==> src/rtl/sfr_target.sv <==
// sfr_target -- register bank answering the single-cycle SFR bus.
//
// Purpose: holds CTRL, STATUS, IRQ_PEND/IRQ_MASK, WR_CNT and ERR registers,
// plus an optional scratch array, and raises a registered interrupt.
//
// Optional feature macro: SFR_TARGET_SCRATCH_EN
//   defined     -> NUM_SCRATCH read/write scratch registers at 0x10..
//   not defined -> those addresses are unmapped
//
// Ports:
//   clk         bus clock, all state updates on the rising edge
//   reset       asynchronous, active-low reset
//   address     register address, valid with we or re
//   write_data  write data, valid with we
//   we, re      single-cycle write / read strobes
//   read_data   combinational read data while re = 1, else 0
//   hw_status   live hardware status bits (synchronous to clk)
//   ctrl_out    mirror of CTRL
//   irq         registered interrupt request
module sfr_target #(
    parameter int ADDR_WIDTH  = 8,
    parameter int DATA_WIDTH  = 8,
    parameter int NUM_SCRATCH = 8
) (
    input  logic                  clk,
    input  logic                  reset,
    input  logic [ADDR_WIDTH-1:0] address,
    input  logic [DATA_WIDTH-1:0] write_data,
    input  logic                  we,
    input  logic                  re,
    output logic [DATA_WIDTH-1:0] read_data,
    input  logic [DATA_WIDTH-1:0] hw_status,
    output logic [DATA_WIDTH-1:0] ctrl_out,
    output logic                  irq
);

    localparam logic [ADDR_WIDTH-1:0] A_CTRL   = ADDR_WIDTH'(0);
    localparam logic [ADDR_WIDTH-1:0] A_STATUS = ADDR_WIDTH'(1);
    localparam logic [ADDR_WIDTH-1:0] A_PEND   = ADDR_WIDTH'(2);
    localparam logic [ADDR_WIDTH-1:0] A_MASK   = ADDR_WIDTH'(3);
    localparam logic [ADDR_WIDTH-1:0] A_WRCNT  = ADDR_WIDTH'(4);
    localparam logic [ADDR_WIDTH-1:0] A_ERR    = ADDR_WIDTH'(5);
    localparam logic [ADDR_WIDTH-1:0] A_SCR    = ADDR_WIDTH'(16);

`ifdef SFR_TARGET_SCRATCH_EN
    localparam bit SCRATCH_EN = 1'b1;
`else
    localparam bit SCRATCH_EN = 1'b0;
`endif

    logic [DATA_WIDTH-1:0] ctrl_q;
    logic [DATA_WIDTH-1:0] status_q;
    logic [DATA_WIDTH-1:0] pend_q;
    logic [DATA_WIDTH-1:0] mask_q;
    logic [DATA_WIDTH-1:0] cnt_q;
    logic [1:0]            err_q;
    logic                  irq_q;

    logic [ADDR_WIDTH-1:0] scratch_off;
    logic                  in_scratch;
    logic                  mapped;
    logic                  collision;
    logic                  unmapped;
    logic                  wr_ok;
    logic [DATA_WIDTH-1:0] pend_clr;
    logic [1:0]            err_clr;

    // Address decode. The scratch window is only mapped when the array exists.
    assign scratch_off = address - A_SCR;
    assign in_scratch  = SCRATCH_EN && (address >= A_SCR)
                         && (scratch_off < ADDR_WIDTH'(NUM_SCRATCH));
    assign mapped      = (address <= A_ERR) || in_scratch;

    // A write is accepted only when it is not colliding with a read, hits a
    // mapped register and is not aimed at the read-only STATUS register.
    assign collision = we && re;
    assign unmapped  = (we || re) && !mapped;
    assign wr_ok     = we && !re && mapped && (address != A_STATUS);

    assign pend_clr = (wr_ok && address == A_PEND) ? write_data : '0;
    assign err_clr  = (wr_ok && address == A_ERR) ? write_data[1:0] : 2'b00;

`ifdef SFR_TARGET_SCRATCH_EN
    localparam int IDX_W = (NUM_SCRATCH > 1) ? $clog2(NUM_SCRATCH) : 1;

    logic [DATA_WIDTH-1:0] scratch_q [NUM_SCRATCH];
    logic [IDX_W-1:0]      scratch_sel;

    assign scratch_sel = scratch_off[IDX_W-1:0];

    always_ff @(posedge clk or negedge reset) begin
        if (!reset) begin
            for (int i = 0; i < NUM_SCRATCH; i++) begin
                scratch_q[i] <= '0;
            end
        end else if (wr_ok && in_scratch) begin
            scratch_q[scratch_sel] <= write_data;
        end
    end
`endif

    // Core register bank. Hardware sets (pending edges, error flags) are ORed
    // in after the W1C clear so that a same-cycle set always wins.
    always_ff @(posedge clk or negedge reset) begin
        if (!reset) begin
            ctrl_q   <= '0;
            status_q <= '0;
            pend_q   <= '0;
            mask_q   <= '0;
            cnt_q    <= '0;
            err_q    <= '0;
            irq_q    <= 1'b0;
        end else begin
            status_q <= hw_status;
            pend_q   <= (pend_q & ~pend_clr) | (hw_status & ~status_q);
            err_q    <= (err_q & ~err_clr) | {unmapped, collision};
            // Uses the pre-edge pending/mask values, so irq lags IRQ_PEND by one edge.
            irq_q    <= |(pend_q & mask_q);

            if (wr_ok && address == A_CTRL) begin
                ctrl_q <= write_data;
            end
            if (wr_ok && address == A_MASK) begin
                mask_q <= write_data;
            end
            if (wr_ok) begin
                if (address == A_WRCNT) begin
                    cnt_q <= '0;
                end else if (cnt_q != '1) begin
                    cnt_q <= cnt_q + DATA_WIDTH'(1);
                end
            end
        end
    end

    // Zero-wait-state read mux; unmapped addresses and idle cycles return 0.
    always_comb begin
        read_data = '0;
        if (re) begin
            case (address)
                A_CTRL:   read_data = ctrl_q;
                A_STATUS: read_data = status_q;
                A_PEND:   read_data = pend_q;
                A_MASK:   read_data = mask_q;
                A_WRCNT:  read_data = cnt_q;
                A_ERR:    read_data = DATA_WIDTH'(err_q);
                default:  read_data = '0;
            endcase
`ifdef SFR_TARGET_SCRATCH_EN
            if (in_scratch) begin
                read_data = scratch_q[scratch_sel];
            end
`endif
        end
    end

    assign ctrl_out = ctrl_q;
    assign irq      = irq_q;

endmodule

==> config.mk <==
export PLATFORM = sky130hd
export DESIGN_NAME = sfr_target
export DESIGN_NICKNAME = d
export VERILOG_FILES = /design/src/rtl/sfr_target.sv
export SDC_FILE = /design/constraint.sdc
export NUM_CORES = 1
export LEC_CHECK = 0
export CORE_UTILIZATION = 47
export CTS_CLUSTER_SIZE = 24
export DETAILED_ROUTE_END_ITERATION = 16
export HOLD_SLACK_MARGIN = 0.1
export PLACE_DENSITY_LB_ADDON = 0.05
export SLEW_MARGIN = 20
export SYNTH_ARGS = -nofsm -noshare
export SYNTH_HDL_FRONTEND = slang
export SYNTH_SLANG_ARGS = --single-unit
==> constraint.sdc <==
create_clock -name clk -period 1.9 [get_ports clk]
set_input_delay 0.475 -clock clk [delete_from_list [all_inputs] [get_ports clk]]
set_output_delay 0.475 -clock clk [all_outputs]
set_load 0.02 [all_outputs]
Word-level counts from Yosys, hierarchy flattened --
Cells that the tools add are included.
Storage, ports and cells: output and inout bits 17, register bits 43, input port bits 28, memory bits (read-only) 0, bits in latches 0, memories 0, RAM bits 0, word-level logic and storage cells 47
Operators by class: shifts and indexed selects 0, $mul 0, eq/ne operators 7, bitwise logic cells 9, add/subtract/negate cells 1, multiplexer cells 6, div/mod/pow operators 0, reductions and logical operators 16, $lt $le $gt $ge 1
Operators with widths (number):
- $pmux 8 s6 | 1
- $mux 8 | 4
- $and 8x8->8 | 3
- $eq 8x2->1 const B | 2
- $eq 8x3->1 const B | 2
- $not 8->8 | 2
- $logic_and 1x1->1 | 9
- $add 8x1->8 const B | 1
- $eq 8x1->1 const B | 1
- $le 8x3->1 const B | 1
- $logic_not 8->1 | 1
- $ne 8x1->1 const B | 1
- $ne 8x8->1 const B | 1
- $or 8x8->8 | 1
- $reduce_or 8->1 | 1
- $and 2x2->2 | 1
- $logic_not 1->1 | 2
- $mux 2 | 1
- $not 2->2 | 1
- $or 2x2->2 | 1
- $reduce_and 2->1 | 1
- $reduce_bool 2->1 | 1
- $logic_or 1x1->1 | 1

Longest topological paths before layout --
Gate-level depths: netlist (run 1).
depth in word-level cells 9, depth in mapped cells 6, depth with buffers taken out 5

Worst setup path before layout (run 1) --
OpenSTA, ideal clock, no wires.
kind input to output, from input port address[5], to output port read_data[2], setup slack -336 ps, data arrival time 1761 ps, required time 1425 ps, path buffers 0, stages on the path 4, cells stage by stage or3_1 nor4_2 a22oi_1 nor2_1
On the way: longest elaborated chain between the ends 3
Ends and longest elaborated chain:
- start: declaration | RTL line 27 | input logic [ADDR_WIDTH-1:0] address,
- $eq 8x3->1 (tied with other cells) | RTL line 140 | case (address)
- $pmux 8 s6 * | RTL line 140
- $mux 8 * | RTL line 139 | if (re) begin
- end: declaration | RTL line 31 | output logic [DATA_WIDTH-1:0] read_data,
Every way passes the cells marked *; elsewhere a longest branch is shown, timed or not.

Final worst setup path (run 1) --
from input port address[3], to output port read_data[1]
Same word-level chain as after synthesis.

==> results of run 1 <==
-- flip-flops by register name (all words and copies together), names as in the netlist --
| signal | cells |
|---|---|
| err_q | 2 |
| pend_q | 8 |
| status_q | 8 |
| ctrl_out | 8 |
| irq | 1 |
| mask_q | 8 |
| cnt_q | 8 |
-- cell families (layout without fill, tap and decap cells) --
logic type,count (synthesis),in the layout,synth area share [%]
buffers and inverters,26,131,4.818
AO/OA/AOI/OAI,55,55,15.47
AND/OR/NAND/NOR,52,52,15.31
flip-flops,43,43,46.04
adder cells (fa/ha/maj),1,1,0.5352
multiplexers,34,34,17.83
-- Yosys cell counts (5+ instances only) --
cell	n	area, um^2
nor2_1	9	33.78
inv_1	18	67.56
buf_2	6	30.03
o21ai_0	11	55.05
mux2i_1	15	150.1
dfrtp_1	43	1076
nand3_1	5	25.02
a22oi_1	10	75.07
a21oi_1	7	35.03
o22ai_1	6	37.54
nand2_1	5	18.77
o31ai_1	8	60.06
mux2_4	8	120.1
mux2_2	9	101.4
-- how the worst min path moves through the flow --
stage	endpoint	start	slack, ns	depth (start not counted)
floorplan	cnt_q[0]	reset	0.18	0
global placement	pend_q[5]	reset	0.43	1
detailed placement	mask_q[5]	reset	0.43	1
CTS	err_q[1]	reset	0.11	1
global route	status_q[5]	reset	0.12	1
finish	mask_q[5]	reset	0.11	1
-- critical path, delay by kind of cell --
kind | cells | cell delay (ns)
AND/OR/NAND/NOR | 3 | 0.97
buffers and inverters | 2 | 0.23
AO/OA/AOI/OAI | 1 | 0.06
-- layer usage --
metal / part of all wire (%) / global-route usage (%)
met4: 1.1 / 6.972
met5: 0 / 0
met3: 4.4 / 5.556
met2: 48 / 43.30
met1: 46 / 36.50
-- power by group through the flow --
stage	Sequential (uW)	Combinational, uW	Clock (uW)
final	951	277	535
after CTS	951	271	541
after floorplan	974	85.1	0
after global routing	953	298	586
after global placement	968	261	0
after detailed placement	968	265	0
-- placed cells by master, fill, tap and decap left out, types with 3 or more instances in the layout --
master / count
clkbuf_8: 5
nand4_1: 4
a22o_1: 3
inv_1: 18
nand3_1: 5
nor2_2: 7
and2_1: 3
a22oi_1: 6
a21oi_1: 7
buf_2: 4
clkdlybuf4s50_1: 25
buf_4: 59
mux2_4: 8
a22oi_2: 4
o22ai_2: 4
nor2_1: 3
dfrtp_1: 43
nand2_1: 5
buf_12: 3
o21ai_0: 11
buf_6: 13
mux2i_1: 15
and3_1: 3
mux2_2: 9
o31ai_1: 8
-- timing repair --
action                                  4_1_cts  5_1_grt
endpoints found under the setup margin       37       16
resized for setup                            96        9
cloned                                        0        0
buffers inserted                              1        2
pin swaps                                    14        7
-- stage by stage --
stage               cells  cell area [um^2]  TNS, ns
detailed placement    374              3337   -22.92
CTS                   381              3466   -2.400
finish                383              3512   -2.381
floorplan             211              2381   -1.302
global route          383              3512   -2.774
global placement      374              3337   -22.57
-- cell type report --
class                   instances  share of cell area (%)
repair buffers                107                   27.22
well taps                      67                   2.387
inverters                      18                   1.924
clock buffers                   6                   2.066
multi-input cells             142                   35.77
flip-flops and latches         43                   30.64
==> results by group, run 1 <==
Worst setup path
  • Worst Path Arrival: 1.74 ns
  • Worst reg2reg endpoint: cnt_q[0]
  • Worst-case reg-to-reg path depth: 6
  • Crit-path cells: buf_6 -> or4b_4 -> nor3_2 -> a21oi_1 -> nor2b_2 -> buf_6
  • CP peak stage delay: 0.63 ns
  • Worst path slowest cell: or4b_4
  • Capture point of the worst path: read_data[1]
  • CP required: 1.42 ns
  • CP startpoint: address[3]
  • Startpoint types: input pin
  • Crit Path Max Fanout: 8
  • Most common cell on crit path: buf_6
  • Flop2flop setup slack: 0.18 ns
  • Kind of critical path: input pin to output port
  • Reg2reg start: cnt_q[1]
  • Worst Setup End Kind: output port

Placed design
  • Input/output buffers: 44
  • GP Congestion: 0.8623
  • Post-Place Worst Slack: -1.237 ns
  • Post-DP HPWL: 4743 um

Route
  • Final wirelength: 6391 um
  • Number of routed nets with antenna violations: 0
  • Number of remaining DRC errors: 0
  • DR vias: 2087
  • Vias per cell: 5.449
  • Routed WL per cell: 16.69 um
  • 1st-iter DRT viols: 52
  • Drt pass-1 iters: 4

STA
  • Setup Skew: 0.008107 ns
  • Worst slew pin tran: 0.4232 ns
  • Fin crit period: 2.212 ns
  • Final setup fails: 8
  • Peak Freq: 0.4520 GHz
  • Final Hold Viols: 0
  • Period Utilization, post-route: 116.4%
  • Final max-slew violation count: 0
  • RSZ-0062 raised after global routing: yes
  • Worst hold slack: 0.1063 ns
  • Worst slew margin: 71.79%
  • Setup ws final: -0.3123 ns

Power
  • Pleak: 0.001642 uW
  • Comb pwr share: 15.7%
  • Clk pwr share: 30.3%
  • Sw frac: 24.46%
  • PwrDens: 501.9 mW/mm^2
  • Maximum VDD drop: 0.0004187 V
  • Internal power: 1331 uW
  • Reg power frac: 54.0%
  • NetSw: 431.2 uW
  • Total power: 1763 uW

Clock network
  • CTS root buffer: clkbuf_8
  • TritonCTS clock tree: yes
  • Hold bufs inserted after CTS: 0
  • Clock Sinks: 43
  • Clock Path Buffers: 2
  • Total CTS buffers: 5
  • Clock Pin Slew Worst Setup and Hold Paths: 0.08 ns
  • H-tree depth: 2
  • Clock latency on the worst-skew pair: 0.29 ns

Synthesis
  • FF+latch count, synth: 43
  • Synthesized area: 0.002337 mm^2
  • Register area share after synthesis: 46.04%
  • Synth unique cells: 47
  • Synthesized instance count: 211
  • Synth warn: 0
  • Primary FF master, synth: dfrtp_1
  • Asr flop ratio synth: 100.0%
  • Post-synth net total: 240
  • Avg Inst Size Synth: 11.08 um^2
  • EDFF count, synth: 0

Die
  • Total core area: 0.004755 mm^2
  • # IOs: 45
  • Row count: 25
  • Die width: 72.52 um
  • Initial Util: 49.16%
  • Die height: 72.52 um
  • Die area: 0.005259 mm^2

Global route
  • Total GRT Usage: 26.67%
  • Largest net degree at the start of global routing: 28
  • Initial antenna violation count: 0
  • Vias in the first global route: 2052
  • First-pass GRT wire length: 10290 um
  • GR Overflow Total: 0

Run status
  • Violated checks: setup timing
  • Status: finished with violations

Finish
  • Area of the multi-input gates: 0.001256 mm^2
  • Filler cells: 370
  • Share of cells above drive strength 1: 43.35%
  • Nets: 346
  • Layout Area Growth over Synthesis: 50.27%
  • FF+latch area: 0.001076 mm^2
  • Diode count: 0
  • Util after Layout: 73.87%

Run
  • Max cap viols: 0

Worst hold path
  • HP Class: input pin to asynchronous set/reset pin
(Power assumes the default switching activity.)
==> run 2, diff against run 1 <==
--- a/config.mk
+++ b/config.mk
@@ -5,7 +5,7 @@
 export SDC_FILE = /design/constraint.sdc
 export NUM_CORES = 1
 export LEC_CHECK = 0
-export CORE_UTILIZATION = 47
+export CORE_UTILIZATION = 52
 export CTS_CLUSTER_SIZE = 24
 export DETAILED_ROUTE_END_ITERATION = 16
 export HOLD_SLACK_MARGIN = 0.1
==> constraint.sdc (replaced) <==
create_clock -name clk -period 2.1 [get_ports clk]
set_input_delay 0.525 -clock clk [delete_from_list [all_inputs] [get_ports clk]]
set_output_delay 0.525 -clock clk [all_outputs]
set_load 0.02 [all_outputs]
==> run 2 against run 1 <==
Core utilization increased by 3.8 points. Non-clock buffer count is 17 lower. Final area shrank 4.4%. Critical path type unchanged. The flow still finishes with violations (setup timing). Largest cell class unchanged. Combinational power decreased by 14%. Clock power up 21%. Sequential share of layout area is 1.4 points higher. Wire length down 4.8%. Setup slack improved by 0.094 ns. Global-route usage grew 0.86 points.
==> results by group, run 2 (same netlist as run 1, synthesis figures left out) <==
Worst setup path
  • Worst Setup End Kind: output port
  • CP required: 1.57 ns
  • Crit Path Max Fanout: 6
  • Worst Path Arrival: 1.79 ns
  • Startpoint types: input pin
  • Kind of critical path: input pin to output port

Route
  • Number of remaining DRC errors: 0
  • Vias per cell: 5.816
  • Final wirelength: 6085 um
  • DR vias: 2053
  • 1st-iter DRT viols: 179
  • Drt pass-1 iters: 4
  • Number of routed nets with antenna violations: 0
  • Routed WL per cell: 17.24 um

STA
  • Worst slew pin tran: 0.5482 ns
  • Final max-slew violation count: 0
  • Setup Skew: 0.006685 ns
  • RSZ-0062 raised after global routing: yes
  • Fin crit period: 2.318 ns
  • Period Utilization, post-route: 110.4%
  • Worst slew margin: 63.45%
  • Final setup fails: 8
  • Setup ws final: -0.2179 ns
  • Final Hold Viols: 0
  • Peak Freq: 0.4314 GHz

Finish
  • Util after Layout: 77.66%
  • Nets: 329
  • Layout Area Growth over Synthesis: 43.68%
  • Design Area, Final: 0.003358 mm^2
  • Most frequent cells in the layout: 46 x buf_4, 43 x dfrtp_1, 27 x clkdlybuf4s50_1
  • Diode count: 0
  • Share of cells above drive strength 1: 40.53%
  • Commonest non-fill, non-tap cell in the layout: buf_4

Run status
  • Violated checks: setup timing
  • Status: finished with violations

Power
  • Reg power frac: 49.3%
  • Maximum VDD drop: 0.0005084 V
  • PwrDens: 521.1 mW/mm^2
  • Pleak: 0.001547 uW
  • Internal power: 1331 uW
  • Comb pwr share: 13.7%
  • Sw frac: 23.96%
  • Clk pwr share: 37.0%
  • NetSw: 419.3 uW

Clock network
  • Clock Pin Slew Worst Setup and Hold Paths: 0.08 ns
  • Clock Path Buffers: 2
  • Hold bufs inserted after CTS: 0
  • CTS root buffer: clkbuf_8
  • Total CTS buffers: 5
  • Clock Sinks: 43
  • H-tree depth: 2
  • Clock latency on the worst-skew pair: 0.30 ns
  • TritonCTS clock tree: yes

Worst hold path
  • HP Class: input pin to asynchronous set/reset pin

Die
  • Die height: 69.04 um
  • Die area: 0.004767 mm^2
  • # IOs: 45
  • Die width: 69.04 um
  • Row count: 24
  • Total core area: 0.004324 mm^2
  • Initial Util: 54.05%

Run
  • Max cap viols: 0

Global route
  • Total GRT Usage: 27.53%
  • Initial antenna violation count: 0
  • Largest net degree at the start of global routing: 44
  • First-pass GRT wire length: 10320 um
  • GR Overflow Total: 0
  • Vias in the first global route: 2066

Placed design
  • Input/output buffers: 44
  • Area post-placement: 0.003153 mm^2
  • GP Congestion: 0.8855
  • Post-DP HPWL: 4393 um
  • Post-Place Worst Slack: -1.164 ns
run 2: timing repair:
action,in CTS,in global routing
resized for setup,101,4
setup endpoints to repair,17,8
setup buffers,3,0
pin swaps,14,4
run 2: through the flow:
stage	total power, uW	hold WS, ns	instances	TNS [ns]
floorplan	958.2	0.2294	211	-0.5018
global placement	1102	0.4578	342	-17.17
detailed placement	1105	0.4645	342	-17.89
CTS	1762	0.3023	353	-1.464
global route	1807	0.3409	353	-2.055
finish	1750	0.2921	353	-1.543
run 2: layout make-up:
cell class / count / area, um^2
Clock buffer: 5 / 68.82
Clock inverter: 3 / 43.79
Fill cell: 289 / 965.9
Inverter: 18 / 67.56
Multi-Input combinational cell: 142 / 1250
Sequential cell: 43 / 1076
Tap cell: 52 / 65.06
Timing Repair Buffer: 90 / 787.0
run 2: path summary, 6_finish.rpt:
| path | startpoint | to | slack, ns | cells after the start |
|---|---|---|---|---|
| min in group clk | status_q[4] | pend_q[4] | 0.47 | 1 |
| max in group asynchronous | reset | ctrl_out[1] | 1.43 | 2 |
| min | reset | mask_q[7] | 0.29 | 2 |
| max | address[1] | read_data[3] | -0.22 | 7 |
| max reg2reg | cnt_q[0] | cnt_q[0] | 0.27 | 6 |
| min reg2reg | status_q[4] | pend_q[4] | 0.47 | 1 |
run 2: power by group through the flow:
| stage | registers, uW | clock network, uW | logic, uW |
|---|---|---|---|
| 6_report | 863 | 648 | 239 |
| 5_1_grt | 865 | 684 | 258 |
| 4_1_cts | 863 | 661 | 237 |
| 3_5_place_dp | 878 | 0 | 227 |
| 3_3_place_gp | 878 | 0 | 224 |
| 2_1_floorplan | 881 | 0 | 77.0 |
run 2: routing by layer:
layer	routed length [um]	GRT usage, %	up-vias
met5	0	0	-
met4	74	9.297	0
met3	248	4.532	8
met2	3083	43.37	52
met1	2678	38.65	1024
li1	-	-	969
run 2: worst max-delay path: stages:
cell and delay (ns):
buf_8 0.10, or3b_4 0.41, nor4_4 0.23, buf_6 0.17, a22oi_2 0.09, nor2_2 0.14, buf_6 0.13
==> run 3, diff against run 2 <==
--- a/config.mk
+++ b/config.mk
@@ -5,11 +5,13 @@
 export SDC_FILE = /design/constraint.sdc
 export NUM_CORES = 1
 export LEC_CHECK = 0
-export CORE_UTILIZATION = 52
+export CORE_UTILIZATION = 54
+export CTS_BUF_LIST = sky130_fd_sc_hd__clkbuf_4 sky130_fd_sc_hd__clkbuf_8
 export CTS_CLUSTER_SIZE = 24
 export DETAILED_ROUTE_END_ITERATION = 16
 export HOLD_SLACK_MARGIN = 0.1
-export PLACE_DENSITY_LB_ADDON = 0.05
+export PLACE_DENSITY = 0.83
+export SKIP_CTS_REPAIR_TIMING = 1
 export SLEW_MARGIN = 20
 export SYNTH_ARGS = -nofsm -noshare
 export SYNTH_HDL_FRONTEND = slang
==> run 3 against run 2 <==
The run still ends with setup timing left. Core utilization increased by 4.5 points. Clock skew fell by 0.0016 ns. Setup slack worse by 0.059 ns. Final area hardly changed. First-iteration DRC count down 45%. Die area decreased by 3.6%. Global-route usage up 2.6 points. Critical path type unchanged. Largest cell class unchanged.
==> results by group, run 3 (same netlist as run 1, synthesis figures left out) <==
Run status
  • Status: finished with violations
  • Violated checks: setup timing

Worst setup path
  • Worst Setup End Kind: output port
  • Crit Path Max Fanout: 7
  • Worst Path Arrival: 1.85 ns
  • Worst-case reg-to-reg path depth: 6
  • Kind of critical path: input pin to output port
  • Startpoint types: input pin
  • CP required: 1.57 ns

STA
  • Fin crit period: 2.377 ns
  • Period Utilization, post-route: 113.2%
  • Setup TNS: -2.008 ns
  • Final max-slew violation count: 0
  • Setup Skew: 0.005095 ns
  • Final Hold Viols: 0
  • Worst slew pin tran: 0.5452 ns
  • Peak Freq: 0.4208 GHz
  • Final setup fails: 8
  • Setup ws final: -0.2766 ns
  • Worst slew margin: 63.65%
  • RSZ-0062 raised after global routing: yes

Finish
  • Share of cells above drive strength 1: 40.75%
  • Commonest non-fill, non-tap cell in the layout: dfrtp_1
  • Layout Area Growth over Synthesis: 43.63%
  • Most frequent cells in the layout: 43 x dfrtp_1, 33 x buf_4, 27 x clkdlybuf4s50_1
  • Nets: 320
  • Diode count: 0

Route
  • Number of remaining DRC errors: 0
  • DR vias: 2067
  • Vias per cell: 6.044
  • Number of routed nets with antenna violations: 0
  • Routed WL per cell: 19.41 um
  • Final wirelength: 6637 um
  • Drt pass-1 iters: 4
  • 1st-iter DRT viols: 98

Global route
  • First-pass GRT wire length: 9970 um
  • Initial antenna violation count: 0
  • GR Overflow Total: 0
  • Total GRT Usage: 30.09%
  • Largest net degree at the start of global routing: 44
  • Vias in the first global route: 2001

Placed design
  • GP Congestion: 0.9104
  • Input/output buffers: 44
  • Post-DP HPWL: 4563 um

Die
  • Total core area: 0.004086 mm^2
  • Die height: 67.79 um
  • # IOs: 45
  • Initial Util: 57.20%
  • Die area: 0.004595 mm^2
  • Die width: 67.79 um
  • Row count: 23

Run
  • Max cap viols: 0

Clock network
  • Clock Path Buffers: 2
  • CTS root buffer: clkbuf_8
  • Total CTS buffers: 5
  • H-tree depth: 2
  • Clock Pin Slew Worst Setup and Hold Paths: 0.08 ns
  • TritonCTS clock tree: yes
  • Clock Sinks: 43
  • Clock latency on the worst-skew pair: 0.30 ns

Power
  • PwrDens: 506.5 mW/mm^2
  • Maximum VDD drop: 0.0003681 V
  • Total power: 1700 uW
  • Pleak: 0.001510 uW

Worst hold path
  • HP Class: input pin to asynchronous set/reset pin
## run 3: cell types whose count changed in the layout (fill, tap and decap cells not counted), sizes merged
cell	change
buf	-13
bufinv	-1
clkbuf	+6
clkinv	-2
clkinvlp	+1
## run 3: area by class of cell
| class | count | area [um^2] |
|---|---|---|
| Clock buffer | 7 | 96.34 |
| Clock inverter | 1 | 7.507 |
| Fill cell | 251 | 729.5 |
| Inverter | 18 | 67.56 |
| Multi-Input combinational cell | 142 | 1306 |
| Sequential cell | 43 | 1076 |
| Tap cell | 50 | 62.56 |
| Timing Repair Buffer | 81 | 740.7 |
## run 3: metal layers
layer	wire [um]	track usage, %	vias up
met5	0	0	-
met4	127	9.115	0
met3	362	6.250	15
met2	3364	50.87	74
met1	2782	38.38	1033
li1	-	-	945
## run 3: worst paths after layout
| path | start | to | slack, ns |
|---|---|---|---|
| setup / recovery | address[2] | read_data[5] | -0.28 |
| hold / removal | reset | mask_q[4] | 0.29 |
| setup reg to reg | cnt_q[1] | cnt_q[0] | 0.30 |
| hold reg to reg | status_q[2] | pend_q[2] | 0.48 |
| max in group asynchronous | reset | status_q[0] | 1.44 |
| min in group clk | status_q[2] | pend_q[2] | 0.48 |
## run 3: worst max-delay path: stages
cell and delay [ns]:
buf_6 0.10, buf_4 0.16, a211oi_2 0.32, and2_1 0.26, nand2_2 0.17, nor2_2 0.18, buf_6 0.13
## run 3: power breakdown
group | leakage (uW) | switching, uW | internal (uW)
registers | 0.000522 | 15.2 | 848
logic | 0.000938 | 121 | 125
clock network | 0.0000505 | 291 | 299
## run 3: per-stage QoR
stage	cell area [um^2]	worst slack, ns	util (%)	hold slack, ns	std cells
after global placement	3131	-1.071	76.61	0.4468	334
final	3357	-0.2766	82.15	0.2913	342
after global routing	3357	-0.2968	82.15	0.3613	342
after detailed placement	3131	-1.116	76.61	0.4519	334
after floorplan	2381	-0.08604	-	0.2294	211
after CTS	3234	-1.181	79.15	0.3072	342
